`config.mk`:
```
export PLATFORM = sky130hd
export DESIGN_NAME = spi_pwm_host
export DESIGN_NICKNAME = d
export VERILOG_FILES = /design/src/rtl/spi_pwm_host.sv
export SDC_FILE = /design/constraint.sdc
export NUM_CORES = 1
export LEC_CHECK = 0
export CAP_MARGIN = 20
export CORE_MARGIN = 1
export CORE_UTILIZATION = 61
export CTS_BUF_LIST = sky130_fd_sc_hd__clkbuf_4
export DETAILED_ROUTE_END_ITERATION = 16
export GPL_TIMING_DRIVEN = 0
export PLACE_DENSITY = 0.85
export REMOVE_ABC_BUFFERS = 1
export SYNTH_ARGS = -nofsm -noshare
export SYNTH_HDL_FRONTEND = slang
export SYNTH_SLANG_ARGS = --single-unit
```
`constraint.sdc`:
```
create_clock -name CLK -period 3 [get_ports CLK]
set_input_delay 0.9 -clock CLK [delete_from_list [all_inputs] [get_ports CLK]]
set_output_delay 0.9 -clock CLK [all_outputs]
set_load 0.05 [all_outputs]
```
`src/rtl/spi_pwm_host.sv`:
```
// Host-side SPI mode-0 master for the PWM expander: one register request becomes one
// 16-bit frame {RW, 5'b0, Channel, Duty|0x00}; the low reply byte is kept on reads.
module spi_pwm_host #(
    parameter int CLK_DIV  = 4,
    parameter int CS_SETUP = 2,
    parameter int CS_HOLD  = 2
) (
    input  logic       CLK,
    input  logic       _RST,
    input  logic       Start,
    input  logic       RW,
    input  logic [1:0] Channel,
    input  logic [7:0] Duty,
    output logic       Busy,
    output logic       Done,
    output logic [7:0] RdData,
    output logic       _CS,
    output logic       SCLK,
    output logic       MOSI,
    input  logic       MISO
);

    localparam int MAXC = (CLK_DIV > CS_SETUP) ? ((CLK_DIV > CS_HOLD) ? CLK_DIV : CS_HOLD)
                                               : ((CS_SETUP > CS_HOLD) ? CS_SETUP : CS_HOLD);
    localparam int CW = (MAXC > 1) ? $clog2(MAXC) : 1;
    localparam logic [CW-1:0] DIV_END   = CW'(CLK_DIV - 1);
    localparam logic [CW-1:0] SETUP_END = CW'(CS_SETUP - 1);
    localparam logic [CW-1:0] HOLD_END  = CW'(CS_HOLD - 1);

    typedef enum logic [2:0] {IDLE, SETUP, SHIFT, HOLD, GAP} state_t;

    state_t        state;
    logic [CW-1:0] cnt;
    logic [4:0]    bit_cnt;
    logic [14:0]   tx;      // frame bits 14:0; bit 15 goes straight to MOSI at accept
    logic [7:0]    rx;      // only the last eight sampled bits are ever observable
    logic          rw_q;

    always_ff @(posedge CLK or negedge _RST) begin
        if (!_RST) begin
            state   <= IDLE;
            cnt     <= '0;
            bit_cnt <= '0;
            tx      <= '0;
            rx      <= '0;
            rw_q    <= 1'b0;
            Busy    <= 1'b0;
            Done    <= 1'b0;
            RdData  <= 8'h00;
            _CS     <= 1'b1;
            SCLK    <= 1'b0;
            MOSI    <= 1'b0;
        end else begin
            Done <= 1'b0;
            case (state)
                IDLE: begin
                    if (Start) begin
                        state   <= SETUP;
                        cnt     <= '0;
                        bit_cnt <= '0;
                        rw_q    <= RW;
                        tx      <= {5'b0, Channel, (RW ? 8'h00 : Duty)};
                        MOSI    <= RW;
                        _CS     <= 1'b0;
                        Busy    <= 1'b1;
                    end
                end
                SETUP: begin
                    if (cnt == SETUP_END) begin
                        state <= SHIFT;
                        cnt   <= '0;
                    end else begin
                        cnt <= cnt + 1'b1;
                    end
                end
                SHIFT: begin
                    if (cnt == DIV_END) begin
                        cnt <= '0;
                        if (!SCLK) begin
                            SCLK    <= 1'b1;
                            rx      <= {rx[6:0], MISO};
                            bit_cnt <= bit_cnt + 5'd1;
                        end else begin
                            SCLK <= 1'b0;
                            // the fall after the 16th rise ends the frame instead of advancing MOSI
                            if (bit_cnt == 5'd16) begin
                                state <= HOLD;
                                MOSI  <= 1'b0;
                                if (rw_q)
                                    RdData <= rx;
                            end else begin
                                MOSI <= tx[14];
                                tx   <= {tx[13:0], 1'b0};
                            end
                        end
                    end else begin
                        cnt <= cnt + 1'b1;
                    end
                end
                HOLD: begin
                    if (cnt == HOLD_END) begin
                        state <= GAP;
                        cnt   <= '0;
                        _CS   <= 1'b1;
                    end else begin
                        cnt <= cnt + 1'b1;
                    end
                end
                GAP: begin
                    if (cnt == DIV_END) begin
                        state <= IDLE;
                        cnt   <= '0;
                        Done  <= 1'b1;
                        Busy  <= 1'b0;
                    end else begin
                        cnt <= cnt + 1'b1;
                    end
                end
                default: state <= IDLE;
            endcase
        end
    end

endmodule

```
-- After elaboration in Yosys (flattened, before gate mapping)
Cells that the tools add are included.
- bits in registers: 47
- input port bits: 15
- logic and storage cells: 85
- $add $sub $neg: 2
- eq/ne operators: 16
- muxes and demuxes: 36
- bitwise gates (word level): 1
- reductions and logical operators: 18
- operators with widths (operator ; number):
    two-way mux 15 bit ; 4
    one-hot mux 15 bit (2 select lines) ; 1
    two-way mux 3 bit ; 7
    inequality test 2 bit, second input constant ; 9
    two-way mux 5 bit ; 3
    one-hot mux 3 bit (5 select lines) ; 1
    two-way mux 1 bit ; 11
    one-hot mux 5 bit (2 select lines) ; 1
    AND reduction 5 bit ; 2
    AND reduction 3 bit ; 3
    two-way mux 8 bit ; 1
    AND reduction 4 bit ; 2
    AND reduction 7 bit ; 1
    == test 3 x 2 -> 1 bit, second input constant ; 2
    two-way mux 2 bit ; 3
    one-hot mux 1 bit (2 select lines) ; 3
    one-hot mux 2 bit (3 select lines) ; 1
    AND reduction 2 bit ; 3
    nonzero test 2 bit ; 3
    adder 5 x 1 -> 5 bit, second input constant ; 1
    == test 5 bit, second input constant ; 1
    OR reduction 2 bit ; 2
    == test 3 x 1 -> 1 bit, second input constant ; 1
    == test 3 bit, second input constant ; 1
    6 further kinds ; 6

-- Logic depth before layout (Yosys ltp)
- depth after elaboration: 5
- depth in mapped cells: 6

-- Worst setup path before layout
OpenSTA, ideal clock, no wires.
- path type: input port to flip-flop
- start point: input Start
- end point: register bit_cnt[3]
- library setup time: 0.066 ns
- arrival time: 1.968 ns
- required time: 2.934 ns
- setup slack: 0.966 ns
- cell stages on the path: 6
- path buffers: 2
- cells stage by stage: nor2b_1 buf_2 and2_1 buf_6 or4_1 nand2_1
- longest elaborated chain between the ends: 2
- RTL lines (item ; RTL line ; source):
    start: declaration ; 10 ; input logic Start,
    inequality test 2 bit (no line) ; - ;
    AND reduction 4 bit (no line) ; - ;
    end signal: assignment ; 82 ; bit_cnt <= bit_cnt + 5'd1;
    end: declaration ; 34 ; logic [4:0] bit_cnt;
Every way passes these cells.
A chain may end at the register's enable or synchronous reset.

-- Worst setup path in the final report
- start point: register SCLK
- end point: output SCLK
- RTL lines (item ; RTL line ; source):
    start: declaration ; 18 ; output logic SCLK,
    start signal: assignment ; 51 ; SCLK <= 1'b0;
    start signal: assignment ; 80 ; SCLK <= 1'b1;
    start signal: assignment ; 84 ; SCLK <= 1'b0;
No word-level cell between the ends.

==> run summary <==
FINISH
------------------------------------------------------------------------------------
Most common library cell in the layout ignoring fill and taps .........      dfrtp_1
Non-filler instance count after layout ................................          251
Commonest cells after routing, fill and taps aside .................... 46 x dfrtp_1, 26 x clkdlybuf4s50_1, 10 x nor2_1, 10 x mux2_2, 9 x a21o_1
Antenna cells .........................................................            0
Layout overhead on the synthesized area ...............................        16.9%
Area taken by flip-flops and latches .................................. 0.00118 sq mm
Count of nets after finishing .........................................          224
Number of fill cells in the layout ....................................          217
Area occupied by multi-input gates ....................................    987 sq um
Share of final-layout standard cells stronger than drive strength 1 ...        0.190

YOSYS
------------------------------------------------------------------------------------
Cells after Synth .....................................................          175
Cells taking the most area after synthesis ............................ dfrtp_1 52%, mux2_2 5.1%, mux2_1 3.6%
Post-synth design cell area ........................................... 0.00222 sq mm
Synthesis warning total ...............................................            0
Largest area contributor in the synthesized netlist ...................      dfrtp_1
Portion of synthesized cell area occupied by the leading cell type ....        0.519
Seq/Total Area, Yosys .................................................        0.531
Yosys reg bits ........................................................           47
Syn Area/Cell .........................................................   12.7 sq um
Most common flop cell mapped by yosys .................................      dfrtp_1
Number of enable flip-flop cells after synthesis ......................            0
Async S/R FF share, synth .............................................         1.00
Unique cell type count in the Yosys netlist ...........................           53

CTS
------------------------------------------------------------------------------------
Clock Sinks ...........................................................           47
H-Tree Level Count ....................................................            2
Buffers from clock root to sink, at most ..............................            2
CTS Buf Count .........................................................            5
Root buf cell .........................................................     clkbuf_4
Setup repair bufs after CTS ...........................................            0
Clock transition at the registers of the reported paths ...............      0.14 ns
CTS tree ..............................................................          yes
Clock latency at the later pin of the worst-skew pair .................      0.37 ns

STA
------------------------------------------------------------------------------------
Share of the clock period used by the worst path after layout .........        0.906
Rel. slew slack .......................................................        0.660
Skew final ............................................................    0.0170 ns
RSZ-0062 raised after global routing ..................................        false
Maximum clock frequency ...............................................      368 MHz
Final Setup Violations ................................................            0
Post-layout min period ................................................      2.72 ns
Final Max Tran Viols ..................................................            0
Slew at the pin with the worst max-slew slack .........................     0.509 ns
Number of failing hold endpoints at the final stage ...................            0

DETAILED ROUTING
------------------------------------------------------------------------------------
Via density ...........................................................         6.06
Remaining design rule violation count .................................            0
Total number of vias ..................................................        1,521
Antenna Nets Post-Route ...............................................            0
Routed WL per cell ....................................................      16.6 um
Iter 0 DRT Violations .................................................          125
Total Routed Length ...................................................      4160 um
Iteration count of the initial detailed-routing pass ..................            4

DIE
------------------------------------------------------------------------------------
Number of rows in the core area .......................................           21
Area of the die ....................................................... 0.00388 sq mm
Die height ............................................................      62.3 um
Effective utilization at floorplan ....................................        0.649
Core region area ...................................................... 0.00342 sq mm
Die span in x .........................................................      62.3 um
Number of ports placed on the die boundary ............................           28

WORST SETUP PATH
------------------------------------------------------------------------------------
RR Endpoint ...........................................................        tx[9]
Crit path cell chain .................................................. clkdlybuf4s50_1
Data arrival time at the worst-slack endpoint .........................      1.82 ns
Worst reg2reg startpoint ..............................................     state[2]
Worst reg-to-reg path cell count ......................................            4
Depth of the critical timing path with buffers and inverters included .            1
Worst setup slack for register-to-register paths ......................      0.85 ns
Top fanout value on the critical path .................................            7
Capturing element of the worst setup path .............................         SCLK
Required time at the worst-slack endpoint .............................      2.10 ns
Worst Path Buf+Inv ....................................................            1
Type of element capturing the critical path ........................... primary output
Cell class contributing the biggest share of worst-path delay ......... buffers and inverters
Slowest cell delay on critical path ...................................      0.88 ns
Worst setup path start ................................................         SCLK
Classification of the worst setup path ................................ flop to primary output
Setup crit start kind .................................................         flop
Slowest cell on the critical path ..................................... clkdlybuf4s50_1

MIN PATH
------------------------------------------------------------------------------------
Class of the tightest hold or removal check ........................... primary input to async pin

PLACED DESIGN
------------------------------------------------------------------------------------
Final Wtd Congestion ..................................................        0.775
Number of placed instances with taps included .........................          243
Number of I/O port buffers ............................................           27
Post-detail-place hpwl ................................................      2950 um

STATUS
------------------------------------------------------------------------------------
Status ................................................................ finished, final reports clean

POWER
------------------------------------------------------------------------------------
Power density over the cells ..........................................  814 mW/mm^2
Worst supply voltage drop on vdd ......................................     0.695 mV
Static Leak ...........................................................      1.20 nW
Overall power of the completed layout .................................      2.11 mW

GLOBAL ROUTING
------------------------------------------------------------------------------------
Total grt overflow ....................................................            0
Via count of the first global-routing pass ............................        1,594
Pin count of the biggest net entering global routing ..................           32
GRT Resource Usage Total ..............................................        0.249
First-pass GRT wire length ............................................      7560 um
Number of antenna violations at the first check in global routing .....            0

RUN
------------------------------------------------------------------------------------
Max-capacitance violation count .......................................            0

[area by class of cell]
class                           count  share of cell area
Sequential cell                    47               0.454
Clock buffer                        6              0.0174
Clock inverter                      2             0.00676
Inverter                            6             0.00869
Multi-Input combinational cell    116               0.381
Tap cell                           46              0.0222
Timing Repair Buffer               28               0.110
[registers in the layout (all words and copies together) (netlist names)]
register and flops:
cnt 2, rx 8, Done 1, Busy 1, tx 15, bit_cnt 5, MOSI 1, RdData 8
_CS 1, state 3, rw_q 1, SCLK 1
[Yosys cell counts, types with 3 or more instances]
cell / count
mux2_2: 10
and3_1: 4
a21oi_1: 7
nand2_1: 7
mux2_1: 7
o21ai_0: 4
nor2_1: 10
o221a_2: 5
dfrtp_1: 46
nand3_1: 3
ha_1: 5
a21o_1: 9
buf_2: 3
inv_1: 5
a22o_1: 6
[how the worst min path moves through the flow]
stage	endpoint	slack (ns)
final	RdData[1]	0.42
after global routing	RdData[0]	0.43
after CTS	RdData[0]	0.42
after detailed placement	RdData[1]	0.49
after global placement	RdData[7]	0.47
after floorplan	RdData[7]	0.45
[routing by layer]
layer,vias up,global-route usage,share of wire
li1,710,-,-
met1,772,0.326,0.45
met2,32,0.404,0.49
met3,7,0.0588,0.047
met4,0,0.0901,0.015
met5,-,0,0
[cells by family after synthesis]
group           share of synthesized area
flops                               0.531
xor+xnor                           0.0118
mux                                0.0908
compound gates                      0.170
buf+inv                            0.0254
simple gates                        0.143
fa+ha+maj                          0.0282
[power by group]
group	switching [mW]	total, mW	internal, mW
Clock	0.207	0.311	0.104
Sequential	0.182	0.978	0.795
Combinational	0.451	0.822	0.371
[worst register-to-register path: stages (launching register included)]
cell	delay, ns
dfrtp_1	0.57
nor2_2	0.40
nand2_1	0.39
a211oi_4	0.50
a221o_1	0.22
[what timing repair did]
item / CTS / global route
gates resized for setup: 0 / 1
hold buffers: 0 / 0
setup endpoints to repair: 0 / 4
[per-stage QoR]
stage / utilization / setup WS [ns] / hold slack, ns / TNS (ns) / instance area, sq um
final: 0.759 / 0.281 / 0.421 / 0 / 2590
after detailed placement: 0.740 / -0.183 / 0.489 / -1.21 / 2530
after floorplan: - / 0.835 / 0.454 / 0 / 2180
after global routing: 0.759 / 0.212 / 0.426 / 0 / 2590
after global placement: 0.736 / -0.103 / 0.470 / -5.21 / 2510
after CTS: 0.758 / 0.178 / 0.423 / 0 / 2590
Power figures use the tool's default switching activity.
